===== src/rtl/retire_trace_buffer.sv =====
// Retire trace buffer: classifies retiring instructions into records and queues them in a FIFO.
// Optional macro TRACE_CYCLE_STAMP_EN adds a per-record 16-bit cycle stamp (out_stamp).
module retire_trace_buffer #(
  parameter int DEPTH = 8
) (
  input  logic        clk,
  input  logic        rst,
  input  logic        en,
  input  logic [15:0] pc,
  input  logic [15:0] inst,
  input  logic        reg_write,
  input  logic        mem_read,
  input  logic        mem_write,
  input  logic        hlt,
  input  logic [3:0]  wr_reg,
  input  logic [15:0] wr_data,
  input  logic [15:0] mem_addr,
  input  logic [15:0] mem_data,
  output logic        out_valid,
  input  logic        out_ready,
  output logic [2:0]  out_kind,
  output logic [15:0] out_pc,
  output logic [15:0] out_inst,
  output logic [3:0]  out_reg,
  output logic [15:0] out_data0,
  output logic [15:0] out_data1,
`ifdef TRACE_CYCLE_STAMP_EN
  output logic [15:0] out_stamp,
`endif
  output logic [31:0] inst_count,
  output logic [31:0] cycle_count,
  output logic [15:0] drop_count,
  output logic        overflow,
  output logic        done
);

  localparam int AW = (DEPTH > 1) ? $clog2(DEPTH) : 1;
  localparam logic [AW:0] FULL_CNT = (AW+1)'(DEPTH);

  localparam logic [2:0] K_REG   = 3'd0;
  localparam logic [2:0] K_LOAD  = 3'd1;
  localparam logic [2:0] K_STORE = 3'd2;
  localparam logic [2:0] K_NOP   = 3'd3;
  localparam logic [2:0] K_HALT  = 3'd4;

  typedef struct packed {
    logic [2:0]  kind;
    logic [15:0] pc;
    logic [15:0] inst;
    logic [3:0]  rd;
    logic [15:0] d0;
    logic [15:0] d1;
`ifdef TRACE_CYCLE_STAMP_EN
    logic [15:0] stamp;
`endif
  } rec_t;

  typedef enum logic [1:0] {
    S_IDLE,
    S_RUN,
    S_DRAIN,
    S_DONE
  } state_t;

  state_t state_q, state_d;

  rec_t        mem_q [DEPTH];
  rec_t        rec_d;
  rec_t        head;
  logic [AW-1:0] rd_q, rd_d;
  logic [AW-1:0] wr_q, wr_d;
  logic [AW:0]   cnt_q, cnt_d;
  logic [31:0] inst_q, inst_d;
  logic [31:0] cyc_q, cyc_d;
  logic [15:0] drop_q, drop_d;
  logic        ovf_q, ovf_d;

  logic cap;
  logic pop;
  logic push;
  logic drop;
  logic full;

  always_comb begin
    state_d = state_q;
    cap     = 1'b0;
    case (state_q)
      S_IDLE: begin
        if (en) begin
          cap     = 1'b1;
          state_d = hlt ? S_DRAIN : S_RUN;
        end
      end
      S_RUN: begin
        if (!en) begin
          state_d = S_IDLE;
        end else begin
          cap = 1'b1;
          if (hlt) state_d = S_DRAIN;
        end
      end
      S_DRAIN: begin
        if (cnt_q == '0) state_d = S_DONE;
      end
      S_DONE: state_d = S_DONE;
      default: state_d = S_IDLE;
    endcase
  end

  // Priority: load, reg write, halt, store, then nop/branch.
  always_comb begin
    rec_d      = '0;
    rec_d.pc   = pc;
    rec_d.inst = inst;
`ifdef TRACE_CYCLE_STAMP_EN
    rec_d.stamp = cyc_q[15:0];
`endif
    if (reg_write && mem_read) begin
      rec_d.kind = K_LOAD;
      rec_d.rd   = wr_reg;
      rec_d.d0   = wr_data;
      rec_d.d1   = mem_addr;
    end else if (reg_write) begin
      rec_d.kind = K_REG;
      rec_d.rd   = wr_reg;
      rec_d.d0   = wr_data;
    end else if (hlt) begin
      rec_d.kind = K_HALT;
    end else if (mem_write) begin
      rec_d.kind = K_STORE;
      rec_d.d0   = mem_addr;
      rec_d.d1   = mem_data;
    end else begin
      rec_d.kind = K_NOP;
    end
  end

  assign full = (cnt_q == FULL_CNT);
  assign pop  = (cnt_q != '0) && out_ready;
  assign push = cap && (!full || pop);
  assign drop = cap && full && !pop;

  always_comb begin
    rd_d   = pop  ? rd_q + 1'b1 : rd_q;
    wr_d   = push ? wr_q + 1'b1 : wr_q;
    cnt_d  = cnt_q;
    if (push && !pop) cnt_d = cnt_q + 1'b1;
    if (pop && !push) cnt_d = cnt_q - 1'b1;
    inst_d = (cap && inst_q != '1) ? inst_q + 1'b1 : inst_q;
    cyc_d  = (cap && cyc_q != '1) ? cyc_q + 1'b1 : cyc_q;
    drop_d = (drop && drop_q != '1) ? drop_q + 1'b1 : drop_q;
    ovf_d  = ovf_q | drop;
  end

  always_ff @(posedge clk or posedge rst) begin
    if (rst) begin
      state_q <= S_IDLE;
      rd_q    <= '0;
      wr_q    <= '0;
      cnt_q   <= '0;
      inst_q  <= '0;
      cyc_q   <= '0;
      drop_q  <= '0;
      ovf_q   <= 1'b0;
    end else begin
      state_q <= state_d;
      rd_q    <= rd_d;
      wr_q    <= wr_d;
      cnt_q   <= cnt_d;
      inst_q  <= inst_d;
      cyc_q   <= cyc_d;
      drop_q  <= drop_d;
      ovf_q   <= ovf_d;
    end
  end

  // Storage needs no reset: outputs are masked while the FIFO is empty.
  always_ff @(posedge clk) begin
    if (push) mem_q[wr_q] <= rec_d;
  end

  assign head      = mem_q[rd_q];
  assign out_valid = (cnt_q != '0);
  assign out_kind  = out_valid ? head.kind : '0;
  assign out_pc    = out_valid ? head.pc   : '0;
  assign out_inst  = out_valid ? head.inst : '0;
  assign out_reg   = out_valid ? head.rd   : '0;
  assign out_data0 = out_valid ? head.d0   : '0;
  assign out_data1 = out_valid ? head.d1   : '0;
`ifdef TRACE_CYCLE_STAMP_EN
  assign out_stamp = out_valid ? head.stamp : '0;
`endif

  assign inst_count  = inst_q;
  assign cycle_count = cyc_q;
  assign drop_count  = drop_q;
  assign overflow    = ovf_q;
  assign done        = (state_q == S_DONE);

endmodule


===== config.mk =====
export PLATFORM = sky130hd
export DESIGN_NAME = retire_trace_buffer
export DESIGN_NICKNAME = d
export VERILOG_FILES = /design/src/rtl/retire_trace_buffer.sv
export SDC_FILE = /design/constraint.sdc
export NUM_CORES = 1
export LEC_CHECK = 0
export BUFFER_PORTS_ARGS = -buffer_cell sky130_fd_sc_hd__buf_2
export CAP_MARGIN = 20
export CORE_ASPECT_RATIO = 1.25
export CORE_MARGIN = 4
export CORE_UTILIZATION = 45
export DETAILED_ROUTE_END_ITERATION = 6
export GPL_ROUTABILITY_DRIVEN = 0
export SYNTH_ARGS = -nofsm -noshare
export SYNTH_HDL_FRONTEND = slang
export SYNTH_SLANG_ARGS = --single-unit

===== constraint.sdc =====
create_clock -name clk -period 10.12 [get_ports clk]
set_clock_uncertainty 0.15 [all_clocks]
set_input_delay 2.024 -clock clk [delete_from_list [all_inputs] [get_ports clk]]
set_output_delay 2.024 -clock clk [all_outputs]
set_load 0.02 [all_outputs]

After elaboration in Yosys (flattened, before gate mapping)
Memory sizes are Yosys's and may differ from the RTL's.
Index checks and enable logic that the tools add are counted.
{"block": "totals", "reg_bits": 93, "ram_bits": 568, "input_bits": 92, "word_cells": 75, "n_memories": 1}
{"name": "mem_q", "depth": 8, "width": 71, "read_ports": 1, "rd_ports_with_merged_regs": 0, "wr": 1, "line_no": "67", "source": "rec_t mem_q [DEPTH];"}
{"block": "classes", "add_sub_neg": 7, "n_eq_ne": 10, "n_mux": 28, "bitwise_logic": 1, "reduce_logical": 20}
{"op": "$mux W16", "count": 6}
{"op": "$add A32 B1 Y32 const B", "count": 2}
{"op": "$mux W32", "count": 2}
{"op": "$ne A32 B32 Y1 const B", "count": 2}
{"op": "$mux W36", "count": 1}
{"op": "$add A16 B1 Y16 const B", "count": 1}
{"op": "$mux W4", "count": 4}
{"op": "$ne A16 B16 Y1 const B", "count": 1}
{"op": "$mux W3", "count": 4}
{"op": "$logic_and A1 B1 Y1", "count": 10}
{"op": "$mux W2", "count": 5}
{"op": "$pmux W2 S4", "count": 1}
{"op": "$add A3 B1 Y3 const B", "count": 2}
{"op": "$mux W1", "count": 5}
{"op": "$add A4 B1 Y4 const B", "count": 1}
{"op": "$eq A2 B2 Y1 const B", "count": 2}
{"op": "$eq A4 B4 Y1 const B", "count": 1}
{"op": "$logic_not A4 Y1", "count": 1}
{"op": "$ne A2 B2 Y1 const B", "count": 2}
{"op": "$reduce_bool A4 Y1", "count": 1}
{"op": "$sub A4 B1 Y4 const B", "count": 1}
{"op": "$logic_not A1 Y1", "count": 3}
{"op": "$ne A3 B3 Y1 const B", "count": 1}
{"op": "$reduce_and A3 Y1", "count": 1}
{"op": "6 further kinds", "count": 6}

Depth between registers and ports, before layout
Gate-level depths: netlist of the first run.
{"block": "depth", "depth_word": 7, "mapped_depth": 10}

Least setup slack after synthesis of the first run
No wires, ideal clock.
{"block": "synth_path", "kind": "input to register", "start": "input port en", "end": "memory mem_q[1][0] (netlist name), enable pin", "setup_time_ns": 0.587, "arrival_ns": 7.656, "required_ns": 9.383, "setup_slack_ns": 1.727, "path_stages": 4, "path_cell_list": "nand2b_1 -> a31oi_1 -> nand2_1 -> nor3_1"}
{"block": "synth_via", "elab_chain_len": 5}
{"element": "from (decl)", "line_no": "8", "source": "input logic en,"}
{"element": "$mux W1", "line_no": "89, 95"}
{"element": "$mux W1"}
{"element": "$logic_and A1 B1 Y1", "line_no": "140", "source": "assign push = cap && (!full || pop);"}
{"element": "$mux W1", "line_no": "179", "source": "if (push) mem_q[wr_q] <= rec_d;"}
{"element": "$mux W1 (not written as such)", "line_no": "179"}
{"element": "to (decl)", "line_no": "67"}
Every way passes these cells.

Worst setup path after layout of the first run
{"block": "layout_path", "start": "register rd_q[0]", "end": "output port out_pc[6]"}
{"block": "layout_via", "elab_chain_len": 2}
{"element": "from (decl)", "line_no": "70", "source": "logic [AW-1:0] rd_q, rd_d;"}
{"element": "from (signal assigned)", "line_no": "167", "source": "rd_q <= rd_d;"}
{"element": "$mem_v2 Z8 W71"}
{"element": "$mux W16", "line_no": "185", "source": "assign out_pc = out_valid ? head.pc : '0;"}
{"element": "to (decl)", "line_no": "22", "source": "output logic [15:0] out_pc,"}
Every way passes these cells.

==> results of run 1 <==
stage by stage:
| stage | instance area (um^2) | power [mW] | hold WS, ns |
|---|---|---|---|
| 3_5_place_dp | 28500 | 5.36 | 0.325 |
| 4_1_cts | 30500 | 7.67 | 0.339 |
| 5_1_grt | 30500 | 7.91 | 0.356 |
| 2_1_floorplan | 26300 | 4.66 | 0.323 |
| 3_3_place_gp | 28500 | 5.36 | 0.321 |
| 6_report | 30500 | 7.54 | 0.335 |
worst max-delay path: cells and delay by family, from the launching register on:
kind	cells	cell delay (ns)
multiplexers	2	0.84
AND/OR/NAND/NOR	1	0.07
flip-flops	1	0.77
buffers and inverters	2	0.97
cells by family after synthesis:
family          count (synthesis)  synth area share, %
compound gates                 50                 1.75
xor+xnor                       83                 2.79
fa+ha+maj                       6                0.285
buf+inv                        65                 1.07
flops                         661                 73.6
mux                           218                 15.1
simple gates                  279                 5.43
power breakdown:
group | switching [mW] | internal, mW
Clock | 1.01 | 1.28
Combinational | 1.19 | 0.904
Sequential | 0.152 | 2.99
Total | 2.36 | 5.18
state kept, by name, summed over array words and instances, names as in the netlist:
signal and flops:
mem_q 568, cycle_count 32, inst_count 32, drop_count 16, cnt_q 4, rd_q 3
wr_q 3, state_q 2, overflow 1
worst max path at each step:
stage	slack [ns]	depth (start not counted)	from	endpoint
floorplan	1.73	4	en	mem_q[1][0]
global placement	4.36	6	en	mem_q[7][59]
detailed placement	4.29	6	en	mem_q[5][47]
CTS	4.33	5	rd_q[0]	out_kind[0]
global route	4.26	5	rd_q[0]	out_kind[0]
finish	4.60	5	rd_q[0]	out_pc[6]
area by class of cell:
class,count,area (um^2)
antenna,2,5.00
clock buffer,84,1780
clock inverter,37,234
fill,4632,27200
inverter,6,23.8
multi-input combinational,636,6720
sequential,661,19400
tap,750,938
timing repair buffer,263,1370
layout by cell type (no fill, tap or decap), drive strengths merged, types with 32 or more instances in the layout:
master | netlist | routed
edfxtp | 568 | 568
xnor2 | 59 | 59
nor2 | 100 | 100
nand3 | 33 | 33
buf | 26 | 263
dfrtp | 93 | 93
mux4 | 142 | 142
mux2i | 71 | 71
a22o | 32 | 32
clkbuf | 33 | 84
nand2 | 43 | 43
layer usage:
metal	vias up	global-route usage [%]	wire, um
met5	-	0	22
met4	4	5.34	1090
met3	76	3.31	3040
met2	356	32.6	30200
met1	7126	24.8	24500
li1	6004	-	-
==> reports/metrics.csv, run 1 <==
stage,metric,value,unit
flow_run,max-cap-violations,0,
power,irDropWorstVdd,0.000207,V
clock_network,clockBufferDepth,3,
critical_path,rrSetupSlack,5.98,ns
clock_network,cts_resized,0,
clock_network,cts_tree,yes,
logic_synthesis,yosys.area.top_type_share,64.8,%
logic_synthesis,yosysSeqAreaShare,73.6,%
timing,slew_viol_final,0,
placement,dp_hpwl,33500,um
placement,dpl.cell_count,2316,
status,outcome,"complete, no violations",
detailed_routing,drt_iter0_markers,876,
timing,finalSetupViolCount,0,
global_route,antenna_found_initial,4,
final_layout,stdcell_count,2439,
hold_path,hold_path_depth,1,
final_layout,syn_to_final_growth,15.7,%
hold_path,hold_path.startpoint,overflow,
final_layout,drive_gt1_share,31.4,%
final_layout,fin_nets,1734,
placement,post-place-ws,4.29,ns
power,p_leak,10.9,nW
global_route,grt_max_degree,120,
timing,setup_tns,0,ns
critical_path,crit_arrival,3.35,ns
logic_synthesis,syn_nets,1460,
clock_network,htree_levels,3,
critical_path,cp.required,7.95,ns
timing,period_minus_slack,5.52,ns
critical_path,r2r_start,state_q[1],
clock_network,ctsRootBufferMaster,clkbuf_16,
timing,min_period_over_period,54.6,%
floorplanning,io_pins,246,
timing,hold_violations,0,
floorplanning,fp.dieW,224,um
logic_synthesis,synth_cell_types,54,
timing,rsz0062_at_grt,false,
timing,worst_slew_pin_slew,1.05,ns
hold_path,min_path_type,flip-flop to flip-flop,
critical_path,critPathMaxFanout,119,
logic_synthesis,ys_ff_latch,661,
timing,max_freq,0.181,GHz
clock_network,cts_buffers,68,
floorplanning,dieArea,62500,um^2
logic_synthesis,yosysWarnings,0,
critical_path,cp_cell_sequence,buf_12 > mux4_2 > mux2i_1 > nor2_1 > buf_2,
clock_network,clkTransAtPathRegs,0.06,ns
critical_path,r2r-end,mem_q[7][66],
hold_path,min_to,overflow,
global_route,grt_pass1_vias,14429,
detailed_routing,firstDrtPassIters,5,
detailed_routing,routed_wl,58800,um
global_route,overflow,0,
power,p_per_area,247,nW/um^2
logic_synthesis,synth_edf_count,568,
floorplanning,die_y,278,um
floorplanning,core.rowCount,98,
logic_synthesis,syn_inst,1362,
critical_path,crit_slowest_cell,buf_12,
clock_network,post_cts_buffers,0,
logic_synthesis,synth.avg_cell_area,19.3,um^2
detailed_routing,drtAntennaViolNets,0,
logic_synthesis,synth_common_cells,"edfxtp_1, mux4_2, nor2_1, dfrtp_1, mux2i_1",
critical_path,critPathKind,flip-flop to output pin,
clock_network,clock_latency,0.60,ns
detailed_routing,routed_via_density,5.56,
critical_path,cp-end-kind,output pin,
detailed_routing,drcViolationCount,0,
timing,fin_ws,4.60,ns
logic_synthesis,synth_ff_type,edfxtp_1,
floorplanning,initial_core_util,45.7,%
logic_synthesis,synth_top_area_cell,edfxtp_1,
critical_path,worst_path_largest_cell_delay,0.79,ns
timing,slew_headroom,29.5,%
logic_synthesis,yosysMostFrequentCell,edfxtp_1,
clock_network,cts_sinks,661,
final_layout,fin_util,52.9,%
clock_network,hold_buffers,0,
logic_synthesis,async_flop_share,14.1,%
floorplanning,coreArea,57600,um^2
logic_synthesis,synth.area.top_cells,"edfxtp_1, mux4_2, dfrtp_1",
placement,place.port_buffers,245,
global_route,grt_pass1_wl,89600,um
global_route,grt_use_total,18.9,%
detailed_routing,vias,13566,
detailed_routing,drt-wirelength-per-cell,24.1,um
critical_path,startpoint_type,flip-flop,
logic_synthesis,syn_area,26300,um^2
critical_path,r2r_cells,5,
Power figures use the tool's default switching activity.
==> run 2: changes to the inputs <==
--- a/config.mk
+++ b/config.mk
@@ -5,6 +5,7 @@
 export SDC_FILE = /design/constraint.sdc
 export NUM_CORES = 1
 export LEC_CHECK = 0
+export ABC_AREA = 1
 export BUFFER_PORTS_ARGS = -buffer_cell sky130_fd_sc_hd__buf_2
 export CAP_MARGIN = 20
 export CORE_ASPECT_RATIO = 1.25
@@ -12,6 +13,7 @@
 export CORE_UTILIZATION = 45
 export DETAILED_ROUTE_END_ITERATION = 6
 export GPL_ROUTABILITY_DRIVEN = 0
+export PLACE_DENSITY = 0.65
 export SYNTH_ARGS = -nofsm -noshare
 export SYNTH_HDL_FRONTEND = slang
 export SYNTH_SLANG_ARGS = --single-unit
==> constraint.sdc (replaced) <==
create_clock -name clk -period 4.7 [get_ports clk]
set_clock_uncertainty 0.15 [all_clocks]
set_input_delay 0.94 -clock clk [delete_from_list [all_inputs] [get_ports clk]]
set_output_delay 0.94 -clock clk [all_outputs]
set_load 0.02 [all_outputs]
==> run 2 against run 1 <==
  * Non-clock buffer count up 26
  * Via count up 47%
  * Largest power group unchanged
  * Design area up 6.9%
  * Total power up 120%
  * Sequential power up 110%
  * Synthesized area up 8.0%
  * Setup slack worse by 4.1 ns
  * Die area up 7.7%
  * First-iteration DRC count up 98%
  * Flip-flop and latch count unchanged
  * Combinational power rose to 2.5 times the previous value
  * Largest cell class unchanged
==> reports/metrics.csv, run 2 <==
stage,metric,value,unit,change
detailed_routing,routed_wl,71400,um,+22%
power,irDropWorstVdd,0.000424,V,+110%
logic_synthesis,synth.area.top_cells,"edfxtp_1, dfrtp_1, nor2_1",,
critical_path,critPathKind,flip-flop to output pin,,
global_route,grt_use_total,20.8,%,+1.9 points
clock_network,cts_resized,0,,unchanged
power,p_leak,11.8,nW,+8.1%
critical_path,crit_slowest_cell,dfrtp_4,,
timing,rsz0062_at_grt,false,,
clock_network,post_cts_buffers,0,,unchanged
logic_synthesis,yosysSeqAreaShare,68.2,%,-5.5 points
detailed_routing,drt-wirelength-per-cell,19.3,um,-20%
global_route,antenna_found_initial,6,,+2
clock_network,cts_sinks,661,,unchanged
timing,min_period_over_period,88.5,%,
logic_synthesis,synth_ff_type,edfxtp_1,,
floorplanning,coreArea,62300,um^2,+8.1%
critical_path,cp_common_cell,o21ai_0,,
logic_synthesis,synthMuxAreaShare,2.54,%,-13 points
critical_path,cp.required,3.61,ns,-4.34 ns
critical_path,timing.critical_path.from,rd_q[1],,
hold_path,hold_path.startpoint,overflow,,
critical_path,path_buf_inv,2,,unchanged
clock_network,clkTransAtPathRegs,0.06,ns,about the same
final_layout,largest_reg_flops,568,,unchanged
final_layout,syn_to_final_growth,14.6,%,
final_layout,fin_nets,2907,,+68%
floorplanning,io_pins,246,,unchanged
logic_synthesis,synth_edf_count,568,,unchanged
logic_synthesis,synth_top_family_by_area,simple AND/OR/NAND/NOR gates,,
final_layout,largest_register,mem_q,,
clock_network,htree_levels,3,,unchanged
final_layout,fillers,5414,,+17%
clock_network,hold_buffers,0,,unchanged
detailed_routing,routed_via_density,5.39,,-3.1%
final_layout,fin_util,52.3,%,-0.55 points
critical_path,rrSetupSlack,1.89,ns,-4.09 ns
global_route,grt_max_degree,146,,+22%
timing,slew_headroom,25.0,%,-4.5 points
timing,slew_viol_final,0,,unchanged
placement,dpl.cell_count,3569,,+54%
timing,worst_slew_pin_slew,1.13,ns,+0.0731 ns
power,power,16.9,mW,+120%
detailed_routing,drt_iter0_markers,1737,,+98%
logic_synthesis,synth.avg_cell_area,11.0,um^2,-43%
logic_synthesis,synth_common_cells,"edfxtp_1, nor2_1, nand2_1, o21ai_0, dfrtp_1",,
timing,hold_violations,0,,unchanged
placement,dpl-instance-area,30500,um^2,+7.3%
final_layout,final_common_cell,edfxtp_1,,
logic_synthesis,syn_nets,2679,,+83%
clock_network,clockBufferDepth,3,,unchanged
logic_synthesis,yosys.area.top_type_share,60.0,%,-4.8 points
floorplanning,core.rowCount,102,,+4.1%
timing,period_minus_slack,4.16,ns,
clock_network,ctsRootBufferMaster,clkbuf_16,,
final_layout,drive_gt1_share,14.6,%,-17 points
final_layout,final_cell_mix,"edfxtp_1, nor2_1, nand2_1, o21ai_0, buf_2",,
critical_path,path_delay_family,flip-flops,,
detailed_routing,drcViolationCount,0,,unchanged
clock_network,cts_buffers,67,,-1.5%
final_layout,multi_input_area,8200,um^2,+22%
logic_synthesis,ys_ff_latch,661,,unchanged
logic_synthesis,synthSimpleGateAreaFrac,15.5,%,+10 points
timing,setup_tns,0,ns,unchanged
logic_synthesis,synth_top_area_cell,edfxtp_1,,
critical_path,cp_cell_sequence,buf_4 > o21ai_0 > o21ai_0 > o21ai_1 > nor2_1 > buf_2,,
logic_synthesis,synth-compound-area-share,8.90,%,+7.1 points
clock_network,cts_tree,yes,,
logic_synthesis,syn_inst,2581,,+90%
critical_path,crit_arrival,3.07,ns,-0.28 ns
global_route,overflow,0,,unchanged
final_layout,stdcell_count,3693,,+51%
global_route,grt_pass1_vias,19584,,+36%
detailed_routing,drtAntennaViolNets,0,,unchanged
logic_synthesis,synth-adder-area-share,0.264,%,-0.021 points
logic_synthesis,async_flop_share,14.1,%,unchanged
critical_path,worst_path_largest_cell_delay,0.96,ns,+0.17 ns
clock_network,clock_latency,0.59,ns,about the same
placement,dp_hpwl,42400,um,+27%
logic_synthesis,synth_cell_types,34,,-37%
critical_path,critPathMaxFanout,80,,-33%
critical_path,cp-end-kind,output pin,,
critical_path,startpoint_type,flip-flop,,
timing,finalSetupViolCount,0,,unchanged
hold_path,min_path_type,flip-flop to flip-flop,,
floorplanning,fp.dieW,233,um,+3.8%
logic_synthesis,yosysWarnings,0,,unchanged
detailed_routing,firstDrtPassIters,5,,unchanged
floorplanning,initial_core_util,45.7,%,about the same
final_layout,register_area,19400,um^2,about the same
logic_synthesis,yosysMostFrequentCell,edfxtp_1,,
status,outcome,"complete, no violations",,
logic_synthesis,synthXorXnorAreaFrac,1.39,%,-1.4 points
flow_run,max-cap-violations,0,,unchanged
detailed_routing,vias,19905,,+47%
floorplanning,dieArea,67300,um^2,+7.7%
critical_path,r2r_start,state_q[1],,
logic_synthesis,syn_area,28400,um^2,+8.0%
timing,max_freq,0.240,GHz,
floorplanning,die_y,289,um,+3.8%
final_layout,fin_area,32600,um^2,+6.9%
placement,place.port_buffers,245,,unchanged
global_route,grt_pass1_wl,109000,um,+22%
power,p_per_area,519,nW/um^2,+110%
[run 2: cell types whose count changed after synthesis, moves of 12 or more]
cell | previous run | this run
nor3_1 | 16 | 4
mux4_2 | 142 | 0
o22ai_1 | 0 | 71
nand4_1 | 30 | 3
nand2_1 | 43 | 455
o21ai_1 | 0 | 64
xnor2_1 | 58 | 23
inv_1 | 5 | 69
nor2_1 | 100 | 550
o21ai_0 | 4 | 349
a22o_1 | 32 | 0
clkbuf_1 | 33 | 74
nand3_1 | 32 | 48
nand3b_1 | 1 | 28
[run 2: stage by stage]
stage	worst slack (ns)	hold slack, ns
final	0.540	0.343
after floorplan	-0.557	0.339
after detailed placement	1.20	0.341
after global routing	0.334	0.371
after CTS	0.538	0.355
after global placement	1.19	0.322
[run 2: layer usage]
layer  vias up  global-route usage, %  routed length (um)
met5         -                      0                  60
met3       120                   4.39                5110
met2       625                   36.3               35600
met4         8                   6.61                1750
li1       9417                      -                   -
met1      9735                   25.9               28900
[run 2: power by group]
| group | switching [mW] | total, mW | leakage, nW | internal, mW |
|---|---|---|---|---|
| registers | 0.146 | 6.57 | 5.96 | 6.42 |
| clock network | 2.17 | 5.01 | 0.999 | 2.84 |
| logic | 3.72 | 5.34 | 4.84 | 1.62 |
[run 2: logic make-up (layout without fill, tap and decap cells)]
family	after synthesis	in the layout
muxes	72	72
adders and majority gates	6	6
and+or+nand+nor	1104	1104
xor gates and xnor gates	45	45
DFF	661	661
buffers and inverters	206	483
AOI/OAI and AO/OA	487	487
other	0	3
[run 2: cell type report]
type                       count  share of cell area [%]
antenna                        3                  0.0230
clock buffer                  85                    5.42
clock inverter                33                   0.841
inverter                      76                   0.898
multi-input combinational   1714                    25.2
sequential                   661                    59.5
tap                          832                    3.19
timing repair buffer         289                    4.97
[run 2: final timing paths]
kind	cells past startpoint	to
max	6	out_data0[1]
min	1	overflow
max reg2reg	8	mem_q[7][47]
min reg2reg	1	overflow
max in group asynchronous	3	drop_count[5]
min in group asynchronous	2	inst_count[20]
